==> src/rtl/math_pkg.sv <==
// Signed-range helpers shared by the saturating MAC and its clamp stages.
// Widths are assumed to be at most 63 bits so bounds fit in a longint.
package math_pkg;

    // Largest value a signed n-bit word can hold.
    function automatic longint smax(input int n);
        return (longint'(1) <<< (n - 1)) - 1;
    endfunction

    // Smallest value a signed n-bit word can hold.
    function automatic longint smin(input int n);
        return -(longint'(1) <<< (n - 1));
    endfunction

    function automatic int clog2(input longint v);
        int     r;
        longint x;
        r = 0;
        x = v - 1;
        while (x > 0) begin
            r++;
            x = x >>> 1;
        end
        return r;
    endfunction

    // Half of one output LSB after a right shift by sh; zero when there is no shift.
    function automatic longint round_half(input int sh);
        return (sh > 0) ? (longint'(1) <<< (sh - 1)) : longint'(0);
    endfunction

    // The accumulator must hold one full product without wrapping.
    function automatic bit acc_fits(input int accs, input int as, input int bs);
        return accs >= (as + bs);
    endfunction

endpackage

==> src/rtl/saturating_mac_sat_narrow.sv <==
// Combinational signed clamp from INS bits down to OUTS bits; hit flags a value
// strictly outside the OUTS-bit range (the most negative value is legal).
module sat_narrow
    import math_pkg::*;
#(
    parameter int INS  = 25,
    parameter int OUTS = 24
) (
    input  logic [INS-1:0]  in,
    output logic [OUTS-1:0] out,
    output logic            hit
);

    generate
        if (INS > OUTS) begin : g_clamp
            localparam logic [OUTS-1:0] MAXV = OUTS'(smax(OUTS));
            localparam logic [OUTS-1:0] MINV = OUTS'(smin(OUTS));

            // In range exactly when every bit above the output sign bit matches it.
            logic [INS-OUTS:0] top;
            assign top = in[INS-1:OUTS-1];

            always_comb begin
                hit = !((&top) || !(|top));
                out = in[OUTS-1:0];
                if (hit) begin
                    out = in[INS-1] ? MINV : MAXV;
                end
            end
        end else begin : g_extend
            assign out = OUTS'($signed(in));
            assign hit = 1'b0;
        end
    endgenerate

endmodule

==> src/rtl/saturating_mac.sv <==
// Pipelined signed MAC over first/last framed bursts with saturating accumulate,
// scaled output and sticky per-frame saturation. Macro SATURATING_MAC_ROUND_EN adds round-half-up.
module saturating_mac
    import math_pkg::*;
#(
    parameter int AS     = 8,
    parameter int BS     = 8,
    parameter int ACCS   = 24,
    parameter int OFFSET = 0,
    parameter int OUTS   = 16
) (
    input  logic            clk,
    input  logic            rst_n,
    input  logic            in_valid,
    output logic            in_ready,
    input  logic [AS-1:0]   in_a,
    input  logic [BS-1:0]   in_b,
    input  logic            in_first,
    input  logic            in_last,
    output logic            out_valid,
    input  logic            out_ready,
    output logic [OUTS-1:0] out_data,
    output logic            out_sat
);

    localparam int PS = AS + BS;

    generate
        if (!acc_fits(ACCS, AS, BS)) begin : g_width_check
            $error("saturating_mac: ACCS must be >= AS+BS");
        end
    endgenerate

    // One stall signal freezes the whole pipe while a result waits for its consumer.
    logic adv;
    assign adv      = !out_valid || out_ready;
    assign in_ready = adv;

    // vld_pipe[0]: beat in S1 (product registered); vld_pipe[1]: beat folded into acc.
    logic [1:0]             vld_pipe;
    logic signed [PS-1:0]   prod;
    logic signed [PS-1:0]   s1_prod;
    logic                   s1_first;
    logic                   s1_last;
    logic                   s2_last;
    logic signed [ACCS-1:0] acc;
    logic                   sticky;

    assign prod = PS'($signed(in_a)) * PS'($signed(in_b));

    // S2: one guard bit above the accumulator so the sum never wraps before clamping.
    logic signed [ACCS:0]   base;
    logic signed [ACCS:0]   sum;
    logic [ACCS-1:0]        s2_acc;
    logic                   s2_hit;

    assign base = s1_first ? '0 : (ACCS+1)'(acc);
    assign sum  = base + (ACCS+1)'(s1_prod);

    sat_narrow #(
        .INS  (ACCS + 1),
        .OUTS (ACCS)
    ) u_s2_sat (
        .in  (sum),
        .out (s2_acc),
        .hit (s2_hit)
    );

    // S3: scale the finished accumulator, optionally rounding, then clamp to the output.
    logic signed [ACCS:0]   acc_x;
    logic signed [ACCS:0]   rnd;
    logic signed [ACCS:0]   shifted;
    logic [OUTS-1:0]        s3_out;
    logic                   s3_hit;

    assign acc_x = (ACCS+1)'(acc);

`ifdef SATURATING_MAC_ROUND_EN
    localparam logic signed [ACCS:0] RND_K = (ACCS+1)'(round_half(OFFSET));
    assign rnd = acc_x + RND_K;
`else
    assign rnd = acc_x;
`endif

    assign shifted = rnd >>> OFFSET;

    sat_narrow #(
        .INS  (ACCS + 1),
        .OUTS (OUTS)
    ) u_s3_sat (
        .in  (shifted),
        .out (s3_out),
        .hit (s3_hit)
    );

    always_ff @(posedge clk) begin
        if (!rst_n) begin
            vld_pipe  <= '0;
            s1_prod   <= '0;
            s1_first  <= 1'b0;
            s1_last   <= 1'b0;
            s2_last   <= 1'b0;
            acc       <= '0;
            sticky    <= 1'b0;
            out_valid <= 1'b0;
            out_data  <= '0;
            out_sat   <= 1'b0;
        end else if (adv) begin
            vld_pipe <= {vld_pipe[0], in_valid};
            s1_prod  <= prod;
            s1_first <= in_first;
            s1_last  <= in_last;
            s2_last  <= s1_last;
            if (vld_pipe[0]) begin
                acc    <= s2_acc;
                sticky <= (!s1_first && sticky) || s2_hit;
            end
            // S3 reads acc/sticky before this edge's S2 update, so a following
            // frame's first beat cannot disturb the result being emitted.
            out_valid <= vld_pipe[1] && s2_last;
            if (vld_pipe[1] && s2_last) begin
                out_data <= s3_out;
                out_sat  <= sticky || s3_hit;
            end
        end
    end

endmodule
==> config.mk <==
export PLATFORM = sky130hd
export DESIGN_NAME = saturating_mac
export DESIGN_NICKNAME = d
export VERILOG_FILES = /design/src/rtl/math_pkg.sv /design/src/rtl/saturating_mac_sat_narrow.sv /design/src/rtl/saturating_mac.sv
export SDC_FILE = /design/constraint.sdc
export NUM_CORES = 1
export LEC_CHECK = 0
export ABC_AREA = 1
export CAP_MARGIN = 20
export CORE_ASPECT_RATIO = 0.9
export CORE_UTILIZATION = 44
export CTS_BUF_LIST = sky130_fd_sc_hd__clkbuf_2 sky130_fd_sc_hd__clkbuf_4 sky130_fd_sc_hd__clkbuf_8
export DETAILED_ROUTE_END_ITERATION = 16
export PLACE_DENSITY = 0.67
export SYNTH_ARGS = -nofsm -noshare
export SYNTH_HDL_FRONTEND = slang
export SYNTH_SLANG_ARGS = --single-unit
==> constraint.sdc <==
create_clock -name clk -period 15.97 [get_ports clk]
set_input_delay 4.791 -clock clk [delete_from_list [all_inputs] [get_ports clk]]
set_output_delay 4.791 -clock clk [all_outputs]
set_load 0.01 [all_outputs]
==> impl_metrics.env <==
export IMPL_crit_family="buffers and inverters"
export IMPL_startpoint_type="input port"
export IMPL_syn_area_sq_um=6830
export IMPL_ctsHoldBuffers=0
export IMPL_worst_path_buf_inv=4
export IMPL_maxSlewViolCount=0
export IMPL_drive_gt1_share_pct=7.94
export IMPL_synthCells=985
export IMPL_power_density_nw_per_um2=125
export IMPL_syn_to_final_growth_pct=10.9
export IMPL_nets=1133
export IMPL_worst_pin_slew_ns=1.08
export IMPL_cts_tree="built"
export IMPL_maxCapViolations=0
export IMPL_whs_path_depth=2
export IMPL_port_buffer_count=40
export IMPL_clock_sink_count=64
export IMPL_cp_depth=5
export IMPL_dr_total_vias=5990
export IMPL_crit_fanout=25
export IMPL_crit_path_end_kind="primary output"
export IMPL_hold_ws_ns=0.475
export IMPL_cts_htree_levels=3
export IMPL_worst_path_largest_cell_delay_ns=0.61
export IMPL_cts_buffer_depth=2
export IMPL_min_from="vld_pipe[1]$_SDFFE_PN0N_"
export IMPL_period_needed_ns=11.22
export IMPL_status="complete, no violations"
export IMPL_routed_wl_um=15500
export IMPL_clock_latency_ns=0.34
export IMPL_fin_skew_ns=0.00992
export IMPL_grt_usage_pct=20.9
export IMPL_r2r_end="acc[14]$_SDFFE_PN0P_"
export IMPL_path_class="input port to primary output"
export IMPL_crit_path_frequent_cell="clkdlybuf4s50_1"
export IMPL_grt_pass1_vias=5623
export IMPL_syn_avg_cell_area_sq_um=6.93
export IMPL_yosysMostFrequentCell="nand2_1"
export IMPL_start_util_pct=45.8
export IMPL_async_flop_share_pct=0
export IMPL_yosys_top_cells_area="dfxtp_1 (19%), fa_1 (16%), nand2_1 (11%)"
export IMPL_gp_congestion=0.913
export IMPL_antennaDiodeCount=0
export IMPL_finalSetupViolCount=0
export IMPL_yosysTopAreaCellShare_pct=18.8
export IMPL_hold_class="register to register"
export IMPL_cts_repair_resized=0
export IMPL_die_x_um=133
export IMPL_dieHeight_um=120
export IMPL_rsz0062_at_grt="false"
export IMPL_synth_top_flop_cell="dfxtp_1"
export IMPL_cts_buffers=9
export IMPL_grt_overflow=0
export IMPL_synth_cell_type_count=32
export IMPL_core_area_sq_um=14900
export IMPL_yosys_warnings=0
export IMPL_synth_top_area_cell="dfxtp_1"
export IMPL_hpwlAfterDp_um=12600
export IMPL_synth_edf_count=0
export IMPL_max_freq_mhz=89.1
export IMPL_ir_drop_mv=0.0845
export IMPL_r2r_slack_ns=12.35
export IMPL_wl_per_cell_um=12.8
export IMPL_firstDrtPassIters=5
export IMPL_yosysSeqAreaShare_pct=18.8
export IMPL_syn_num_nets=1116
export IMPL_fin_tns_setup_ns=0
export IMPL_cp_required_ns=11.18
export IMPL_num_rows=42
export IMPL_r2r_start="s1_first$_SDFFE_PN0N_"
export IMPL_worst_ep_arrival_time_ns=6.43
export IMPL_grt_antenna_before_repair=0
export IMPL_leakagePower_nw=4.01
export IMPL_period_share_pct=70.3
export IMPL_cts_root_buf="clkbuf_8"
export IMPL_drt_iter0_markers=518
export IMPL_hold_end="vld_pipe[1]$_SDFFE_PN0N_"
export IMPL_post_cts_buffers=0
export IMPL_dieArea_sq_um=16000
export IMPL_grt_pass1_wl_um=26900
export IMPL_rr_worst_depth=14
export IMPL_synth_common_cells="nand2_1 (206), inv_1 (205), nor2_1 (77)"
export IMPL_synth_seq_cells=64
export IMPL_grt_max_degree=60
export IMPL_clk_pin_slew_ns=0.08
export IMPL_ant_nets=0
export IMPL_cp_cell_sequence="clkdlybuf4s50_1 > nor2_1 > buf_4 > inv_2 > clkdlybuf4s50_1"
export IMPL_maxSlewHeadroom_pct=27.6
export IMPL_final_hold_violation_count=0
export IMPL_viasPerCell=4.97
export IMPL_route_detailed_drc=0
export IMPL_io_pins=41
export IMPL_slowest_stage="clkdlybuf4s50_1"
## worst reg2reg max path, cell delays in order, from the launching register on
cell and delay [ns]:
dfxtp_1 0.96, inv_1 0.21, nand2_1 0.19, inv_1 0.06, ha_1 0.29, nand3_1 0.09, nand2_1 0.14, nand2_1 0.11
nand2_2 0.10, nand2_1 0.13, nand3_1 0.11, nand2_1 0.09, nand2_1 0.10, a21oi_4 0.75, a21oi_1 0.16
## placed cells by master (no fill, tap or decap), types with 2 or more instances in the layout
cell,n
nor2_2,6
nor2_1,77
nand4_1,14
nand2_2,19
o21ai_0,68
or2_2,5
a21oi_1,57
inv_6,3
inv_2,5
clkdlybuf4s50_1,40
nand2_1,206
xor2_1,20
a21oi_2,24
nand3_1,28
buf_4,2
o21bai_1,9
ha_1,53
fa_1,56
a31oi_1,3
clkbuf_8,9
bufinv_16,3
nor3_1,8
inv_1,205
o211ai_1,3
xnor2_1,11
dfxtp_1,64
## per-stage QoR
stage / power, mW / instances / area [sq um] / util [%] / worst slack [ns]
2_1_floorplan: 0.666 / 985 / 6830 / - / 5.93
3_3_place_gp: 0.770 / 1189 / 7320 / 49.1 / 4.78
3_5_place_dp: 0.776 / 1189 / 7320 / 49.1 / 4.76
4_1_cts: 0.954 / 1205 / 7570 / 50.7 / 4.75
5_1_grt: 1.05 / 1205 / 7570 / 50.7 / 4.65
6_report: 0.950 / 1205 / 7570 / 50.7 / 4.75
## power by group
group          switching [mW]  total [mW]  internal [mW]
Combinational           0.352       0.570          0.218
Clock                  0.0691       0.175          0.106
Sequential             0.0213       0.205          0.184
Total                   0.442       0.950          0.507
## metal layers
metal  vias to the layer above  track usage (%)  share of wire, %
met5                         -                0                 0
met4                         0             3.84               1.0
met3                        15             3.27               5.7
met2                       161             30.5                40
met1                      2758             32.3                53
li1                       3056                -                 -
## sequential cells by signal, indices dropped and copies added (netlist names), 2 cells and up
name and flops:
vld_pipe 2, out_data 16, acc 24, s1_prod 16
## final cells by class
cell class,instances,area (sq um)
fill,1541,7350
multi-input combinational,675,4590
sequential,64,1280
inverter,210,788
timing repair buffer,42,415
tap,198,248
clock inverter,7,125
clock buffer,9,124
## logic make-up (layout without fill, tap and decap cells)
| family | Yosys count | count (layout) | share of synthesized area, % |
|---|---|---|---|
| flip-flops | 64 | 64 | 18.8 |
| XOR/XNOR | 31 | 31 | 3.98 |
| AND/OR/NAND/NOR | 367 | 367 | 22.7 |
| adder cells (fa/ha/maj) | 109 | 109 | 26.1 |
| AO/OA/AOI/OAI | 168 | 168 | 14.4 |
| buffers and inverters | 246 | 268 | 14.0 |
## how the worst max path moves through the flow
stage / from / endpoint / slack (ns)
4_1_cts: out_ready / in_ready / 4.75
3_3_place_gp: out_ready / in_ready / 4.78
2_1_floorplan: out_ready / in_ready / 5.93
5_1_grt: out_ready / in_ready / 4.65
3_5_place_dp: out_ready / in_ready / 4.76
6_report: out_ready / in_ready / 4.75
(Power assumes the default switching activity.)
